===== src/rtl/fht_but_pipe_if.sv =====
// ---------------------------------------------------------------------------
// fht_but_pipe_if
// Bus bundle for the radix-2 Hartley butterfly pipeline.
//
// Handshake: valid-only, no ready. A sample is taken on every rising clock
// edge where iVALID=1, and the consumer must accept it. Each output sample
// is marked by a one-cycle oVALID pulse, and the data lines hold their last
// value while oVALID=0.
//
// Signals
//   iVALID, iBYPASS, iRND[1:0]     sample qualifier and per-sample modes
//   iX_0, iX_1, iX_2 [D_BIT]       signed data
//   iSIN, iCOS [W_BIT]             signed twiddles, unity = 2^(W_BIT-2)
//   iCLR_OVF                       clears the sticky overflow flag
//   oVALID, oY_0, oY_1             registered results
//   oOVF_0, oOVF_1, oOVF_STKY      per-sample and sticky saturation flags
// Modports: master drives the i* lines, slave (the butterfly) drives the o* lines.
// ---------------------------------------------------------------------------
interface fht_but_pipe_if #(
   parameter int D_BIT = 17,
   parameter int W_BIT = 12
);
   logic                    iVALID;
   logic                    iBYPASS;
   logic [1:0]              iRND;
   logic signed [D_BIT-1:0] iX_0;
   logic signed [D_BIT-1:0] iX_1;
   logic signed [D_BIT-1:0] iX_2;
   logic signed [W_BIT-1:0] iSIN;
   logic signed [W_BIT-1:0] iCOS;
   logic                    iCLR_OVF;
   logic                    oVALID;
   logic signed [D_BIT-1:0] oY_0;
   logic signed [D_BIT-1:0] oY_1;
   logic                    oOVF_0;
   logic                    oOVF_1;
   logic                    oOVF_STKY;

   modport master (
      output iVALID, iBYPASS, iRND, iX_0, iX_1, iX_2, iSIN, iCOS, iCLR_OVF,
      input  oVALID, oY_0, oY_1, oOVF_0, oOVF_1, oOVF_STKY
   );

   modport slave (
      input  iVALID, iBYPASS, iRND, iX_0, iX_1, iX_2, iSIN, iCOS, iCLR_OVF,
      output oVALID, oY_0, oY_1, oOVF_0, oOVF_1, oOVF_STKY
   );
endinterface


===== src/rtl/fht_but_pipe.sv =====
// ---------------------------------------------------------------------------
// fht_but_pipe
// Two-stage, valid-qualified radix-2 Hartley butterfly:
//   Y0 = (X0 + X1*COS + X2*SIN) * 2^-SCALE
//   Y1 = (X0 - X1*COS - X2*SIN) * 2^-SCALE
// The butterfly supports per-sample rounding mode, saturation with
// overflow flags, and a multiplier bypass (product = X1 * unity).
//
// Ports
//   iCLK    rising-edge clock
//   iRESET  asynchronous active-low reset, clears every register
//   bus     fht_but_pipe_if.slave (data, modes, results, flags)
// Parameters
//   D_BIT  data width, W_BIT twiddle width, SCALE result right shift (0/1)
//
// Stage 1 forms the full-precision product sum P. Stage 2 forms A +/- P,
// then rounds, shifts and saturates, and registers the result on the
// outputs. Every output comes straight from a flop.
// ---------------------------------------------------------------------------
module fht_but_pipe #(
   parameter int D_BIT = 17,
   parameter int W_BIT = 12,
   parameter int SCALE = 1
) (
   input  logic          iCLK,
   input  logic          iRESET,
   fht_but_pipe_if.slave bus
);

   localparam int U  = W_BIT - 2;          // log2 of twiddle unity
   localparam int F  = U + SCALE;          // total fractional shift
   localparam int PW = D_BIT + W_BIT + 1;  // product-sum width
   localparam int SW = PW + 1;             // sum/difference width, cannot wrap
   localparam int RW = SW + 1;             // headroom so the rounding add cannot wrap

   localparam logic signed [RW-1:0] ONE   = RW'(1);
   localparam logic signed [RW-1:0] HALF  = ONE <<< (F - 1);
   localparam logic signed [RW-1:0] Y_MAX = (ONE <<< (D_BIT - 1)) - ONE;
   localparam logic signed [RW-1:0] Y_MIN = -(ONE <<< (D_BIT - 1));

   // Round v by 2^F in the selected mode, then clamp it to D_BIT.
   // The result is returned as {overflow, value}.
   function automatic logic [D_BIT:0] round_sat(input logic signed [SW-1:0] v,
                                                input logic [1:0]           mode);
      logic signed [RW-1:0] add;
      logic signed [RW-1:0] vr;
      logic signed [RW-1:0] sh;
      logic [D_BIT:0]       res;
      case (mode)
         2'b00:   add = '0;
         // Bias of half-1 plus bit F breaks exact ties toward an even quotient.
         2'b10:   add = HALF - ONE + (v[F] ? ONE : '0);
         // A negative tie loses one LSB of bias, so the floor moves away from zero.
         default: add = v[SW-1] ? (HALF - ONE) : HALF;
      endcase
      vr = RW'(v) + add;
      sh = vr >>> F;
      if (sh > Y_MAX) begin
         res = {1'b1, Y_MAX[D_BIT-1:0]};
      end else if (sh < Y_MIN) begin
         res = {1'b1, Y_MIN[D_BIT-1:0]};
      end else begin
         res = {1'b0, sh[D_BIT-1:0]};
      end
      return res;
   endfunction

   // ---------------- stage 1: product sum ----------------
   logic signed [PW-1:0]    x1_e, x2_e, cos_e, sin_e;
   logic signed [PW-1:0]    p_d, p_q;
   logic signed [D_BIT-1:0] x0_q;
   logic [1:0]              rnd_q;
   logic                    v1_q;

   always_comb begin
      x1_e  = PW'(bus.iX_1);
      x2_e  = PW'(bus.iX_2);
      cos_e = PW'(bus.iCOS);
      sin_e = PW'(bus.iSIN);
      if (bus.iBYPASS) begin
         p_d = x1_e <<< U;
      end else begin
         p_d = x1_e * cos_e + x2_e * sin_e;
      end
   end

   always_ff @(posedge iCLK or negedge iRESET) begin
      if (!iRESET) begin
         v1_q  <= 1'b0;
         p_q   <= '0;
         x0_q  <= '0;
         rnd_q <= '0;
      end else begin
         v1_q <= bus.iVALID;
         if (bus.iVALID) begin
            p_q   <= p_d;
            x0_q  <= bus.iX_0;
            rnd_q <= bus.iRND;
         end
      end
   end

   // ---------------- stage 2: add/sub, round, saturate ----------------
   logic signed [SW-1:0]    a_w, s_w, d_w;
   logic signed [D_BIT-1:0] y0_d, y1_d, y0_q, y1_q;
   logic                    ovf0_d, ovf1_d, ovf0_q, ovf1_q;
   logic                    stky_d, stky_q;
   logic                    v2_q;

   always_comb begin
      a_w = SW'(x0_q) <<< U;
      s_w = a_w + SW'(p_q);
      d_w = a_w - SW'(p_q);
      {ovf0_d, y0_d} = round_sat(s_w, rnd_q);
      {ovf1_d, y1_d} = round_sat(d_w, rnd_q);
      // A new overflow wins over a clear in the same cycle.
      stky_d = (bus.iCLR_OVF ? 1'b0 : stky_q) | (v1_q & (ovf0_d | ovf1_d));
   end

   always_ff @(posedge iCLK or negedge iRESET) begin
      if (!iRESET) begin
         v2_q   <= 1'b0;
         y0_q   <= '0;
         y1_q   <= '0;
         ovf0_q <= 1'b0;
         ovf1_q <= 1'b0;
         stky_q <= 1'b0;
      end else begin
         v2_q   <= v1_q;
         stky_q <= stky_d;
         if (v1_q) begin
            y0_q   <= y0_d;
            y1_q   <= y1_d;
            ovf0_q <= ovf0_d;
            ovf1_q <= ovf1_d;
         end
      end
   end

   assign bus.oVALID    = v2_q;
   assign bus.oY_0      = y0_q;
   assign bus.oY_1      = y1_q;
   assign bus.oOVF_0    = ovf0_q;
   assign bus.oOVF_1    = ovf1_q;
   assign bus.oOVF_STKY = stky_q;

endmodule


===== src/flat_wrapper.sv =====
// flat-port wrapper written by rule: the top's interface ports become plain ports
module fht_but_pipe_flat 
#(
   parameter int D_BIT = 17,
   parameter int W_BIT = 12,
   parameter int SCALE = 1
)
  (iCLK, iRESET, bus_iVALID, bus_iBYPASS, bus_iRND, bus_iX_0, bus_iX_1, bus_iX_2, bus_iSIN, bus_iCOS, bus_iCLR_OVF, bus_oVALID, bus_oY_0, bus_oY_1, bus_oOVF_0, bus_oOVF_1, bus_oOVF_STKY);
  fht_but_pipe_if #(.D_BIT(D_BIT), .W_BIT(W_BIT)) bus_i ();
  input  logic iCLK;
  input  logic iRESET;
  input wire logic [$bits(bus_i.iVALID)-1:0] bus_iVALID;
  input wire logic [$bits(bus_i.iBYPASS)-1:0] bus_iBYPASS;
  input wire logic [$bits(bus_i.iRND)-1:0] bus_iRND;
  input wire logic [$bits(bus_i.iX_0)-1:0] bus_iX_0;
  input wire logic [$bits(bus_i.iX_1)-1:0] bus_iX_1;
  input wire logic [$bits(bus_i.iX_2)-1:0] bus_iX_2;
  input wire logic [$bits(bus_i.iSIN)-1:0] bus_iSIN;
  input wire logic [$bits(bus_i.iCOS)-1:0] bus_iCOS;
  input wire logic [$bits(bus_i.iCLR_OVF)-1:0] bus_iCLR_OVF;
  output wire logic [$bits(bus_i.oVALID)-1:0] bus_oVALID;
  output wire logic [$bits(bus_i.oY_0)-1:0] bus_oY_0;
  output wire logic [$bits(bus_i.oY_1)-1:0] bus_oY_1;
  output wire logic [$bits(bus_i.oOVF_0)-1:0] bus_oOVF_0;
  output wire logic [$bits(bus_i.oOVF_1)-1:0] bus_oOVF_1;
  output wire logic [$bits(bus_i.oOVF_STKY)-1:0] bus_oOVF_STKY;
  assign bus_i.iVALID = bus_iVALID;
  assign bus_i.iBYPASS = bus_iBYPASS;
  assign bus_i.iRND = bus_iRND;
  assign bus_i.iX_0 = bus_iX_0;
  assign bus_i.iX_1 = bus_iX_1;
  assign bus_i.iX_2 = bus_iX_2;
  assign bus_i.iSIN = bus_iSIN;
  assign bus_i.iCOS = bus_iCOS;
  assign bus_i.iCLR_OVF = bus_iCLR_OVF;
  assign bus_oVALID = bus_i.oVALID;
  assign bus_oY_0 = bus_i.oY_0;
  assign bus_oY_1 = bus_i.oY_1;
  assign bus_oOVF_0 = bus_i.oOVF_0;
  assign bus_oOVF_1 = bus_i.oOVF_1;
  assign bus_oOVF_STKY = bus_i.oOVF_STKY;
  fht_but_pipe #(.D_BIT(D_BIT), .W_BIT(W_BIT), .SCALE(SCALE)) u_core (.iCLK(iCLK), .iRESET(iRESET), .bus(bus_i));
endmodule

===== config.mk =====
export PLATFORM = sky130hd
export DESIGN_NAME = fht_but_pipe_flat
export DESIGN_NICKNAME = d
export VERILOG_FILES = /design/src/rtl/fht_but_pipe_if.sv /design/src/rtl/fht_but_pipe.sv /design/src/flat_wrapper.sv
export SDC_FILE = /design/constraint.sdc
export NUM_CORES = 1
export LEC_CHECK = 0
export ABC_AREA = 1
export CAP_MARGIN = 20
export CORE_MARGIN = 2
export CORE_UTILIZATION = 49
export DETAILED_ROUTE_END_ITERATION = 6
export GPL_TIMING_DRIVEN = 0
export PLACE_DENSITY = 0.67
export SLEW_MARGIN = 20
export SYNTH_ARGS = -nofsm -noshare
export SYNTH_HDL_FRONTEND = slang
export SYNTH_SLANG_ARGS = --single-unit

===== constraint.sdc =====
create_clock -name iCLK -period 4.9 [get_ports iCLK]
set_input_delay 0.735 -clock iCLK [delete_from_list [all_inputs] [get_ports iCLK]]
set_output_delay 0.735 -clock iCLK [all_outputs]
set_load 0.02 [all_outputs]

# --- Word level (Yosys, flattened, before mapping) ---
# Index checks and enable logic that the tools add are counted.
totals:
  output_inout_bits: 38
  mem_bits_rw: 0
  latch_bits: 0
  regBits: 88
  mem_count: 0
  inputBits: 82
  mem_bits_ro: 0
classes:
  muxes: 12
  n_div: 0
  n_eq_ne: 1
  n_reduce_logical: 1
  bitwise: 3
  order_cmp: 4
  n_addsub: 7
  n_mul: 2
  shifts: 0
op_table:
  columns: ["cell", "count"]
  rows:
  - ["$pmux 32 s2", 2]
  - ["$mux 18", 4]
  - ["$add 10x32->32 const A", 2]
  - ["$add 31x32->32", 2]
  - ["$mul 17x12->29", 2]
  - ["$gt 21x17->1 const B", 2]
  - ["$lt 21x17->1 const B", 2]
  - ["$add 27x30->31", 1]
  - ["$sub 27x30->31", 1]
  - ["$add 30x30->30", 1]
  - ["$mux 30", 1]
  - ["$mux 11", 2]
  - ["$mux 1", 3]
  - ["$eq 2x2->1 const B", 1]
  - ["$logic_not 2->1", 1]
  - ["$or 1x1->1", 2]
  - ["$and 1x1->1", 1]

# --- Longest topological paths before layout ---
logic_depth:
  word_depth: 11
  mapped_depth: 41

# --- Worst setup path before layout ---
# Ideal clock, no wire load.
synth_path:
  kind: "in2reg"
  startpoint: "input bus_iSIN[9]"
  endpoint: "register u_core.p_q[26]"
  slack_ps: -2567
  setup_ps: 87
  cell_stages: 34
  path_buffers: 2
  t_arrival_ps: 7380
  path_cell_list: "clkbuf_1 -> clkbuf_1 -> nand2_1 -> fa_1 -> fa_1 -> inv_1 -> fa_1 -> fa_1 -> inv_1 -> fa_1 -> inv_1 -> ha_1 -> a21oi_1 -> nand2_1 -> nand2_1 -> nand2_1 -> nand2_1 -> nand2_1 -> nand2_1 -> nand2_1 -> a21boi_0 -> o21ai_0 -> a21boi_0 -> xor2_1 -> inv_1 -> ha_1 -> nand2_1 -> inv_1 -> nand4_1 -> or4_1 -> o221ai_1 -> or2_2 -> nand3_1 -> a22oi_1"
synth_between:
  elab_chain_len: 3
synth_rtl:
  columns: ["item", "line", "source"]
  rows:
  - ["from (decl)", "flat_wrapper.sv:18", "input wire logic [$bits(bus_i.iSIN)-1:0] bus_iSIN;"]
  - ["$mul 17x12->29", "fht_but_pipe.sv:83", "p_d = x1_e * cos_e + x2_e * sin_e;"]
  - ["$add 30x30->30", "fht_but_pipe.sv:83", null]
  - ["$mux 30", "fht_but_pipe.sv:80", "if (bus.iBYPASS) begin"]
  - ["to (signal assigned)", "fht_but_pipe.sv:96", "p_q <= p_d;"]
  - ["to (decl)", "fht_but_pipe.sv:70", "logic signed [PW-1:0] p_d, p_q;"]
# Every way passes these cells.
# A chain may end at the register's enable or synchronous reset.

# --- Worst setup path in the final report ---
layout_path:
  startpoint: "input bus_iCOS[3]"
  endpoint: "register u_core.p_q[26]"
layout_between:
  elab_chain_len: 3
layout_rtl:
  columns: ["item", "line", "source"]
  rows:
  - ["from (decl)", "flat_wrapper.sv:19", "input wire logic [$bits(bus_i.iCOS)-1:0] bus_iCOS;"]
  - ["$mul 17x12->29", "fht_but_pipe.sv:83", null]
  - ["$add 30x30->30", "fht_but_pipe.sv:83", null]
  - ["$mux 30", "fht_but_pipe.sv:80", null]
# Every way passes these cells.

==> run_summary.xml <==
<?xml version="1.0" encoding="UTF-8"?>
<metrics>
  <group name="run_status">
    <metric name="status" unit="">finished with violations</metric>
    <metric name="violations" unit="">negative setup slack</metric>
  </group>
  <group name="global_routing">
    <metric name="grt.overflow.total" unit="">0</metric>
    <metric name="vias_in_the_first_global_route" unit="">23689</metric>
    <metric name="global_route.usage.total" unit="%">29.7</metric>
    <metric name="antenna_found_initial" unit="">0</metric>
    <metric name="grt_max_degree" unit="">46</metric>
    <metric name="grt_pass1_wl" unit="µm">123000</metric>
  </group>
  <group name="logic_synthesis">
    <metric name="syn-instance-count" unit="">3507</metric>
    <metric name="syn_area" unit="µm²">25000</metric>
    <metric name="syn_nets" unit="">4179</metric>
    <metric name="synth.top_cells.by_area" unit="">fa_1, nand2_1, inv_1, ha_1, dfrtp_1</metric>
    <metric name="synth.top_cells.by_count" unit="">nand2_1, inv_1, fa_1</metric>
    <metric name="synth-edff-count" unit="">0</metric>
    <metric name="yosysTopAreaCellShare" unit="%">30.2</metric>
    <metric name="yosys.area.top_type" unit="">fa_1</metric>
    <metric name="synth-main-ff-cell" unit="">dfrtp_1</metric>
    <metric name="synth_seq_cells" unit="">88</metric>
    <metric name="postSynth.asyncResetShare" unit="%">100</metric>
    <metric name="ys_warn_count" unit="">0</metric>
    <metric name="syn_avg_cell_area" unit="µm²">7.14</metric>
    <metric name="synth.most_common_cell" unit="">nand2_1</metric>
    <metric name="yosysUniqueCellTypes" unit="">56</metric>
    <metric name="synth_seq_area_share" unit="%">8.80</metric>
  </group>
  <group name="cts">
    <metric name="clock_pin_slew_on_the_worst_setup_and_hold_paths" unit="ns">0.08</metric>
    <metric name="cts_hold_repair.buffers" unit="">0</metric>
    <metric name="cts_buffers" unit="">9</metric>
    <metric name="root_buffer" unit="">clkbuf_16</metric>
    <metric name="clkSinkCount" unit="">88</metric>
    <metric name="worstSkewPairLatency" unit="ns">0.39</metric>
    <metric name="cts-htree-levels" unit="">3</metric>
    <metric name="cts_max_path_buffers" unit="">2</metric>
    <metric name="tritoncts" unit="">built</metric>
  </group>
  <group name="critical_path">
    <metric name="path_delay_family" unit="">adder cells</metric>
    <metric name="cp_data_required_time" unit="ns">5.20</metric>
    <metric name="setup.worst_path.end_class" unit="">register</metric>
    <metric name="timing.critical_path.slowest_stage_cell" unit="">fa_1</metric>
    <metric name="worst_reg2reg_setup_slack" unit="ns">0.36</metric>
    <metric name="worst_setup_path_start_kind" unit="">primary input</metric>
    <metric name="cp_slowest_stage_delay" unit="ns">0.58</metric>
    <metric name="cp_num_buf_inv" unit="">7</metric>
    <metric name="worst_setup_path_startpoint" unit="">bus_iCOS[3]</metric>
    <metric name="critical_path.reg2reg.startpoint" unit="">u_core.x0_q[15]</metric>
    <metric name="critical_path.max_fanout" unit="">3</metric>
    <metric name="crit_type" unit="">primary input to register</metric>
    <metric name="timing.critical_path.arrival" unit="ns">7.48</metric>
  </group>
  <group name="die">
    <metric name="die_area" unit="µm²">52900</metric>
    <metric name="floorplan.io_pins" unit="">120</metric>
    <metric name="die_w" unit="µm">230</metric>
    <metric name="floorplan.initialDensity" unit="%">49.8</metric>
    <metric name="row_count" unit="">82</metric>
    <metric name="core_area" unit="µm²">50300</metric>
    <metric name="chipHeight" unit="µm">230</metric>
  </group>
  <group name="route">
    <metric name="post_drt_wl_per_cell" unit="µm">17.6</metric>
    <metric name="detail_route.first_pass.iterations" unit="">5</metric>
    <metric name="wirelength" unit="µm">78800</metric>
    <metric name="num_vias" unit="">23553</metric>
    <metric name="detail_route.iter0.violations" unit="">1437</metric>
    <metric name="drc" unit="">0</metric>
    <metric name="avgViaCountPerCell" unit="">5.26</metric>
    <metric name="drt.antenna.violating_nets" unit="">0</metric>
  </group>
  <group name="sta">
    <metric name="rsz0062_at_grt" unit="">yes</metric>
    <metric name="slew_headroom" unit="%">46.7</metric>
    <metric name="maximum_clock_skew_at_final_layout" unit="ns">0.00970</metric>
    <metric name="layout_min_cycle_time" unit="ns">7.17</metric>
    <metric name="crit_share_post_route" unit="%">146</metric>
    <metric name="finalSetupViolCount" unit="">21</metric>
    <metric name="achievable-frequency" unit="GHz">0.139</metric>
    <metric name="maxSlewViolCount" unit="">0</metric>
    <metric name="final_worst_setup_slack" unit="ns">-2.27</metric>
    <metric name="timing_worst_slew_pin_value" unit="ns">0.800</metric>
    <metric name="report.final.hold_viol_count" unit="">0</metric>
  </group>
  <group name="final_layout">
    <metric name="layout-area-overhead-vs-synth" unit="%">27.3</metric>
    <metric name="antenna_cells" unit="">0</metric>
    <metric name="design.final.nets" unit="">4471</metric>
    <metric name="ratio_of_cells_with_drive_above_1_in_the_final_layout" unit="%">21.3</metric>
    <metric name="fin_cells" unit="">4476</metric>
  </group>
  <group name="place">
    <metric name="dp_slack" unit="ns">-3.59</metric>
    <metric name="port_buffers" unit="">97</metric>
    <metric name="numPlacedInstances" unit="">4277</metric>
    <metric name="gp_congestion" unit="">0.974</metric>
    <metric name="place_hpwl" unit="µm">62100</metric>
  </group>
  <group name="worst_hold_path">
    <metric name="hold_class" unit="">primary input to asynchronous set/reset pin</metric>
  </group>
  <group name="run">
    <metric name="max_cap_violations" unit="">0</metric>
  </group>
</metrics>
## repair_timing
item	4_1_cts	5_1_grt
gates cloned	3	0
setup buffers	126	59
setup endpoints to repair	42	51
gates resized for setup	450	270
pin swaps	121	132
## cell families after synthesis
kind of cell             count (synthesis)  share of synthesized area, %
adder cells (fa/ha/maj)                590                          40.8
XOR/XNOR                               107                          3.88
flip-flops                              88                          8.80
AND/OR/NAND/NOR                       1443                          24.0
AO/OA/AOI/OAI                          334                          7.82
buffers and inverters                  945                          14.6
## layout by cell type, fill, tap and decap left out, types with 31 or more instances in the layout
cell type        count
nand3_1            126
inv_2               62
o21ai_0             48
buf_4              155
clkdlybuf4s50_1     63
a21oi_1             96
xor2_1              56
buf_6               51
ha_4                52
nor2_1             201
ha_1               147
nand2_1            872
a21oi_2             47
dfrtp_1             88
nand2_2             72
fa_1               358
clkbuf_8            31
nand4_1             38
inv_1              751
## metal layers
| metal | track usage (%) | vias to the layer above | routed length (µm) |
|---|---|---|---|
| li1 | - | 11095 | - |
| met1 | 36.0 | 11377 | 30500 |
| met2 | 53.5 | 841 | 39900 |
| met3 | 3.14 | 240 | 4310 |
| met4 | 12.7 | 0 | 4130 |
| met5 | 0 | - | 0 |
## registers in the layout, summed over array words and instances (netlist names)
| register | count |
|---|---|
| u_core.x0_q | 17 |
| u_core.bus.oVALID | 1 |
| u_core.bus.oY_0 | 17 |
| u_core.bus.oOVF_0 | 1 |
| u_core.p_q | 30 |
| u_core.v1_q | 1 |
| u_core.bus.oOVF_1 | 1 |
| u_core.bus.oY_1 | 17 |
| u_core.rnd_q | 2 |
| u_core.bus.oOVF_STKY | 1 |
## cell type report
type	instances	area [µm²]
multi-input cells	2474	21300
fillers	4310	18400
inverters	825	3120
repair buffers	281	2520
flip-flops and latches	88	2200
plain buffers	120	1590
well taps	672	841
clock buffers	9	225
clock inverters	7	70.1
## through the flow
step / TNS, ns / instance area (µm²) / hold slack (ns) / util, %
3_5_place_dp: -64.13 / 27700 / 0.396 / 55.2
6_report: -32.50 / 31900 / 0.261 / 63.4
3_3_place_gp: -82.33 / 27700 / 0.379 / 55.1
4_1_cts: -27.91 / 30500 / 0.270 / 60.7
5_1_grt: -36.22 / 31900 / 0.296 / 63.4
2_1_floorplan: -26.87 / 25900 / 0.374 / -
## final timing paths
| path | cells past startpoint | end |
|---|---|---|
| min in group iCLK | 0 | u_core.bus.oVALID |
| setup reg to reg | 26 | u_core.bus.oY_0[15] |
| hold / removal | 1 | u_core.bus.oY_1[6] |
| max in group asynchronous | 2 | u_core.p_q[22] |
| hold reg to reg | 0 | u_core.bus.oVALID |
| setup / recovery | 36 | u_core.p_q[26] |
Power is not shown: default switching activity piles up to over one toggle a cycle in this logic, so the estimate is an artifact.
